<file path="src/rtl/score_pkg.sv">
`default_nettype none
// ============================================================================
//  Package  : score_pkg
//  Purpose  : Shared constants and state encoding for the score display path.
//  Revision : 1.0  initial release
// ============================================================================
package score_pkg;

    localparam int SCORE_W      = 20;
    localparam int SCORE_DIGITS = 6;
    localparam int SCORE_MAX    = 999999;

    typedef enum logic [1:0] {
        ST_IDLE  = 2'd0,
        ST_SHIFT = 2'd1,
        ST_DONE  = 2'd2
    } state_e;

    // Largest displayable value plus one for a given digit count.
    function automatic logic [63:0] pow10(input int n);
        logic [63:0] r;
        r = 64'd1;
        for (int i = 0; i < n; i++) begin
            r = r * 64'd10;
        end
        return r;
    endfunction

endpackage
`default_nettype wire

</file>
<file path="src/rtl/bcd_add3.sv">
`default_nettype none
// ============================================================================
//  Module   : bcd_add3
//  Purpose  : Double-dabble digit correction, adds 3 to digits of 5 or more.
//  Revision : 1.0  initial release
// ============================================================================
module bcd_add3 (
    input  logic [3:0] digit_i,
    output logic [3:0] digit_o
);

    assign digit_o = (digit_i >= 4'd5) ? (digit_i + 4'd3) : digit_i;

endmodule
`default_nettype wire

</file>
<file path="src/rtl/score_bcd_conv.sv">
`default_nettype none
// ============================================================================
//  Module   : score_bcd_conv
//  Purpose  : Sequential binary-to-BCD converter (one bit per clock) with
//             saturation to the display range and an overflow flag.
//  Revision : 1.0  initial release
// ============================================================================
module score_bcd_conv
    import score_pkg::*;
#(
    parameter int BIN_W  = SCORE_W,
    parameter int DIGITS = SCORE_DIGITS
) (
    input  logic                  sys_clk,
    input  logic                  sys_rst_n,
    input  logic [BIN_W-1:0]      bin_in,
    input  logic                  start,
    output logic [4*DIGITS-1:0]   bcd_out,
    output logic                  busy,
    output logic                  done,
    output logic                  ovf
);

    localparam int          ACC_W     = 4 * DIGITS;
    localparam int          CNT_W     = (BIN_W > 1) ? $clog2(BIN_W) : 1;
    localparam logic [63:0] C_MAX     = pow10(DIGITS) - 64'd1;
    localparam logic [BIN_W-1:0] C_MAX_BIN = C_MAX[BIN_W-1:0];
    localparam logic [CNT_W-1:0] C_CNT_LAST = CNT_W'(BIN_W - 1);

    state_e             state_q, state_d;
    logic [ACC_W-1:0]   acc_q, acc_d;
    logic [BIN_W-1:0]   sh_q, sh_d;
    logic [CNT_W-1:0]   cnt_q, cnt_d;
    logic               ovf_next_q, ovf_next_d;
    logic [ACC_W-1:0]   bcd_out_q;
    logic               busy_q, done_q, ovf_q;

    logic [ACC_W-1:0]   w_acc_adj;
    logic               w_ovr;

    assign w_ovr = (64'(bin_in) > C_MAX);

    for (genvar gi = 0; gi < DIGITS; gi++) begin : g_add3
        bcd_add3 u_add3 (
            .digit_i (acc_q[4*gi +: 4]),
            .digit_o (w_acc_adj[4*gi +: 4])
        );
    end

    always_comb begin
        state_d    = state_q;
        acc_d      = acc_q;
        sh_d       = sh_q;
        cnt_d      = cnt_q;
        ovf_next_d = ovf_next_q;
        case (state_q)
            ST_IDLE: begin
                if (start) begin
                    sh_d       = w_ovr ? C_MAX_BIN : bin_in;
                    ovf_next_d = w_ovr;
                    acc_d      = '0;
                    cnt_d      = '0;
                    state_d    = ST_SHIFT;
                end
            end
            ST_SHIFT: begin
                // Correct digits first, then shift the combined register left.
                {acc_d, sh_d} = {w_acc_adj, sh_q} << 1;
                cnt_d         = cnt_q + CNT_W'(1);
                if (cnt_q == C_CNT_LAST) begin
                    state_d = ST_DONE;
                end
            end
            ST_DONE: begin
                state_d = ST_IDLE;
            end
            default: begin
                state_d = ST_IDLE;
            end
        endcase
    end

    always_ff @(posedge sys_clk or negedge sys_rst_n) begin
        if (!sys_rst_n) begin
            state_q    <= ST_IDLE;
            acc_q      <= '0;
            sh_q       <= '0;
            cnt_q      <= '0;
            ovf_next_q <= 1'b0;
            bcd_out_q  <= '0;
            busy_q     <= 1'b0;
            done_q     <= 1'b0;
            ovf_q      <= 1'b0;
        end else begin
            state_q    <= state_d;
            acc_q      <= acc_d;
            sh_q       <= sh_d;
            cnt_q      <= cnt_d;
            ovf_next_q <= ovf_next_d;
            // Outputs trail the state by one cycle so busy spans the done pulse.
            busy_q     <= (state_q != ST_IDLE);
            done_q     <= (state_q == ST_DONE);
            if (state_q == ST_DONE) begin
                bcd_out_q <= acc_q;
                ovf_q     <= ovf_next_q;
            end
        end
    end

    assign bcd_out = bcd_out_q;
    assign busy    = busy_q;
    assign done    = done_q;
    assign ovf     = ovf_q;

endmodule
`default_nettype wire

</file>
<file path="config.mk">
export PLATFORM = sky130hd
export DESIGN_NAME = score_bcd_conv
export DESIGN_NICKNAME = d
export VERILOG_FILES = /design/src/rtl/score_pkg.sv /design/src/rtl/bcd_add3.sv /design/src/rtl/score_bcd_conv.sv
export SDC_FILE = /design/constraint.sdc
export NUM_CORES = 1
export LEC_CHECK = 0
export CAP_MARGIN = 10
export CORE_MARGIN = 4
export CORE_UTILIZATION = 45
export CTS_BUF_LIST = sky130_fd_sc_hd__clkbuf_16
export DETAILED_ROUTE_END_ITERATION = 12
export GPL_ROUTABILITY_DRIVEN = 0
export PLACE_DENSITY = 0.69
export SLEW_MARGIN = 10
export SYNTH_ARGS = -nofsm -noshare
export SYNTH_HDL_FRONTEND = slang
export SYNTH_SLANG_ARGS = --single-unit
</file>
<file path="constraint.sdc">
create_clock -name sys_clk -period 2.2 [get_ports sys_clk]
set_input_delay 0.44 -clock sys_clk [delete_from_list [all_inputs] [get_ports sys_clk]]
set_output_delay 0.44 -clock sys_clk [all_outputs]
set_load 0.05 [all_outputs]
</file>
==> run metrics <==
status=complete, no violations; Final WS setup=0.2624 ns; pin count of the biggest net entering global routing=43; Required @ worst endpoint=1.76 ns; adder-cell share of the synthesized area=4.440%; TritonCTS clock tree=yes; crit share post-route=88.07%; CTS sink count=79; Max clock buf depth=2; CP top delay family=buffers and inverters; post-synthesis mux area share=7.411%; synthesized area=0.003664 sq mm; num rows=32; register area share after synthesis=53.96%; crit path DAT=1.50 ns; Simple-Gate Fraction of Synth Area=11.89%; crit-path cells=clkdlybuf4s50_1; drt wl/cell=14.78 um; Post-Syn Nets=372; DRC violations left=0; DRT iter0 DRCs=79; largest cells by area after synthesis=dfrtp_1, mux2_2, o21ai_0; Worst VDD drop=0.0007495 V; gr ovfl total=0; Die Y=98.23 um; dpl hpwl=5.040 mm; Synth-to-Final Area Change=26.26%; Rel. slew slack=60.91%; post-synth cell types=37; Leak=0.002099 uW; Mapped Cells=336; minimum clock period=1.938 ns; initial antenna violation count=0; largest stage delay on the critical path=0.81 ns; DRT Wirelength=7.347 mm; postcts setup bufs=0; #FFs+latches synth=79; via count=2,687; antenna cells=0; DIE WIDTH=98.23 um; Hold Violations, Final=0; Nets=426; Max Fclk=516.1 MHz; Tot GR Track Use=16.04%; 1st-pass router iterations=6; vias in the first global route=2,665; crit end category=output port; Post-synth EDFFs=0; Fin Clk Skew=0.007424 ns; Crit. Startpoint=bcd_out[7]$_DFFE_PN0P_; Power Dens Cells=1508 mW/mm^2; max-slew violations=0; clk root buf=clkbuf_16; area leader, netlist=dfrtp_1; HP Class=primary input to async pin; Slew @ Worst Pin=0.5824 ns; pre-CTS setup slack=-0.003685 ns; CP max FO=2; Mean Syn Cell Area=10.90 sq um; share of layout cells above drive strength 1=12.91%; CTS Buf Count=9; area of the core=0.007807 sq mm; Core Util, Final=59.25%; DIE AREA=0.009649 sq mm; Initial Util=46.92%; max-cap check violation count=0; worst skew pair latency=0.33 ns; Bufs and invs on worst path=1; unrepaired setup endpoints after global routing=false; Via density=5.406; synth warn=0; cts hold-fix bufs=0; CP Launch Type=register; Synth Area in Compound Gates=15.81%; first-pass GRT wire length=12.56 mm; largest family of logic cells by synthesized area=compound AO/OA/AOI/OAI gates; CTS resizes=0; Routed Antenna Nets=0; Post-Synth XOR/XNOR Area=2.869%; Yosys top cell area share=53.96%; ys async rst share=100.0%; start of the worst register-to-register path=acc_q[8]$_DFFE_PN0P_; PortBufs=49; crit path max-delay cell type=clkdlybuf4s50_1; final setup violation count=0; Synth Flop Type=dfrtp_1; I/O pin cnt=50; clock-pin slew on the worst setup and hold paths=0.06 ns; type of the worst setup path=register to output port; H-tree depth=3
-- Yosys cell counts, types with 2 or more instances --
| cell | n |
|---|---|
| o31ai_1 | 13 |
| a31oi_1 | 6 |
| nand2_1 | 37 |
| nand4_1 | 3 |
| a32o_1 | 6 |
| and3_1 | 5 |
| nand3_1 | 20 |
| clkbuf_1 | 7 |
| mux2i_1 | 8 |
| xor2_1 | 6 |
| a221o_1 | 5 |
| nand2b_1 | 8 |
| nor2_1 | 8 |
| dfrtp_1 | 79 |
| buf_1 | 2 |
| a2bb2oi_1 | 9 |
| xnor2_1 | 6 |
| inv_1 | 13 |
| ha_1 | 13 |
| a21oi_1 | 6 |
| o21ai_0 | 34 |
| buf_2 | 10 |
| o2bb2ai_1 | 2 |
| mux2_2 | 17 |
-- cell families after synthesis --
logic type / after synthesis
compound gates: 85
simple gates: 90
buf+inv: 32
fa+ha+maj: 13
mux: 25
flops: 79
xor+xnor: 12
-- path summary, 6_finish.rpt --
path                                      endpoint  slack (ns)  depth (start not counted)
setup reg to reg             acc_q[10]$_DFFE_PN0P_        0.44                          6
max in group asynchronous     sh_q[12]$_DFFE_PN0P_        1.42                          2
hold / removal             bcd_out[10]$_DFFE_PN0P_        0.09                          1
min in group sys_clk       bcd_out[13]$_DFFE_PN0P_        0.48                          2
hold reg to reg            bcd_out[13]$_DFFE_PN0P_        0.48                          2
setup / recovery                        bcd_out[7]        0.26                          1
-- layout by cell type (no fill, tap or decap), drive strengths merged --
master	count
inv	15
nand4	3
o31a	1
a2bb2oi	9
a221o	5
clkbuf	9
nor2	8
a31oi	6
o2bb2ai	2
nor3	2
bufinv	2
mux2	17
dfrtp	79
nand2b	8
or4	1
or2	1
nor4	1
buf	14
a21oi	6
nor3b	1
and4	1
nand2	37
a32o	6
or3b	1
xnor2	6
mux2i	8
clkinv	3
a2111oi	1
o31ai	13
clkdlybuf4s50	48
and3	5
nand3	20
o21a	1
nor2b	1
o21ai	35
xor2	6
ha	13
-- layout make-up --
type                            count  area (sq um)
Clock buffer                        9         225.2
Clock inverter                      7         90.09
Fill cell                         673          3182
Inverter                           13         48.80
Multi-Input combinational cell    225          1559
Sequential cell                    79          1977
Tap cell                          102         127.6
Timing Repair Buffer               62         598.1
-- through the flow --
stage          total power, uW  TNS [ns]  hold slack, ns  cells  instance area [sq um]
3_3_place_gp              5317         0          0.4517    481                   4310
5_1_grt                   7473         0          0.1248    497                   4626
4_1_cts                   7030         0          0.1067    497                   4626
6_report                  6977         0         0.08553    497                   4626
2_1_floorplan             4576         0          0.1444    336                   3664
3_5_place_dp              5439  -0.01528          0.4568    481                   4310
-- routing by layer --
metal  global-route usage, %  wire length, um  up-vias
met5                       0                0        -
met2                   26.13             3470       50
li1                        -                -     1317
met1                   20.74             3416     1308
met4                   5.462              125        0
met3                   4.429              334       12
-- flip-flops by register name (all words and copies together) (netlist names) --
name        cells
cnt_q           5
acc_q          24
state_q         2
sh_q           20
ovf             1
done            1
busy            1
ovf_next_q      1
bcd_out        24
-- power breakdown --
group          switching, uW  leakage [uW]  internal, uW
clock                    565      0.000162           986
sequential               417       0.00101          2030
combinational           1720      0.000923          1260
total                   2700       0.00210          4280
Power figures use the tool's default switching activity.
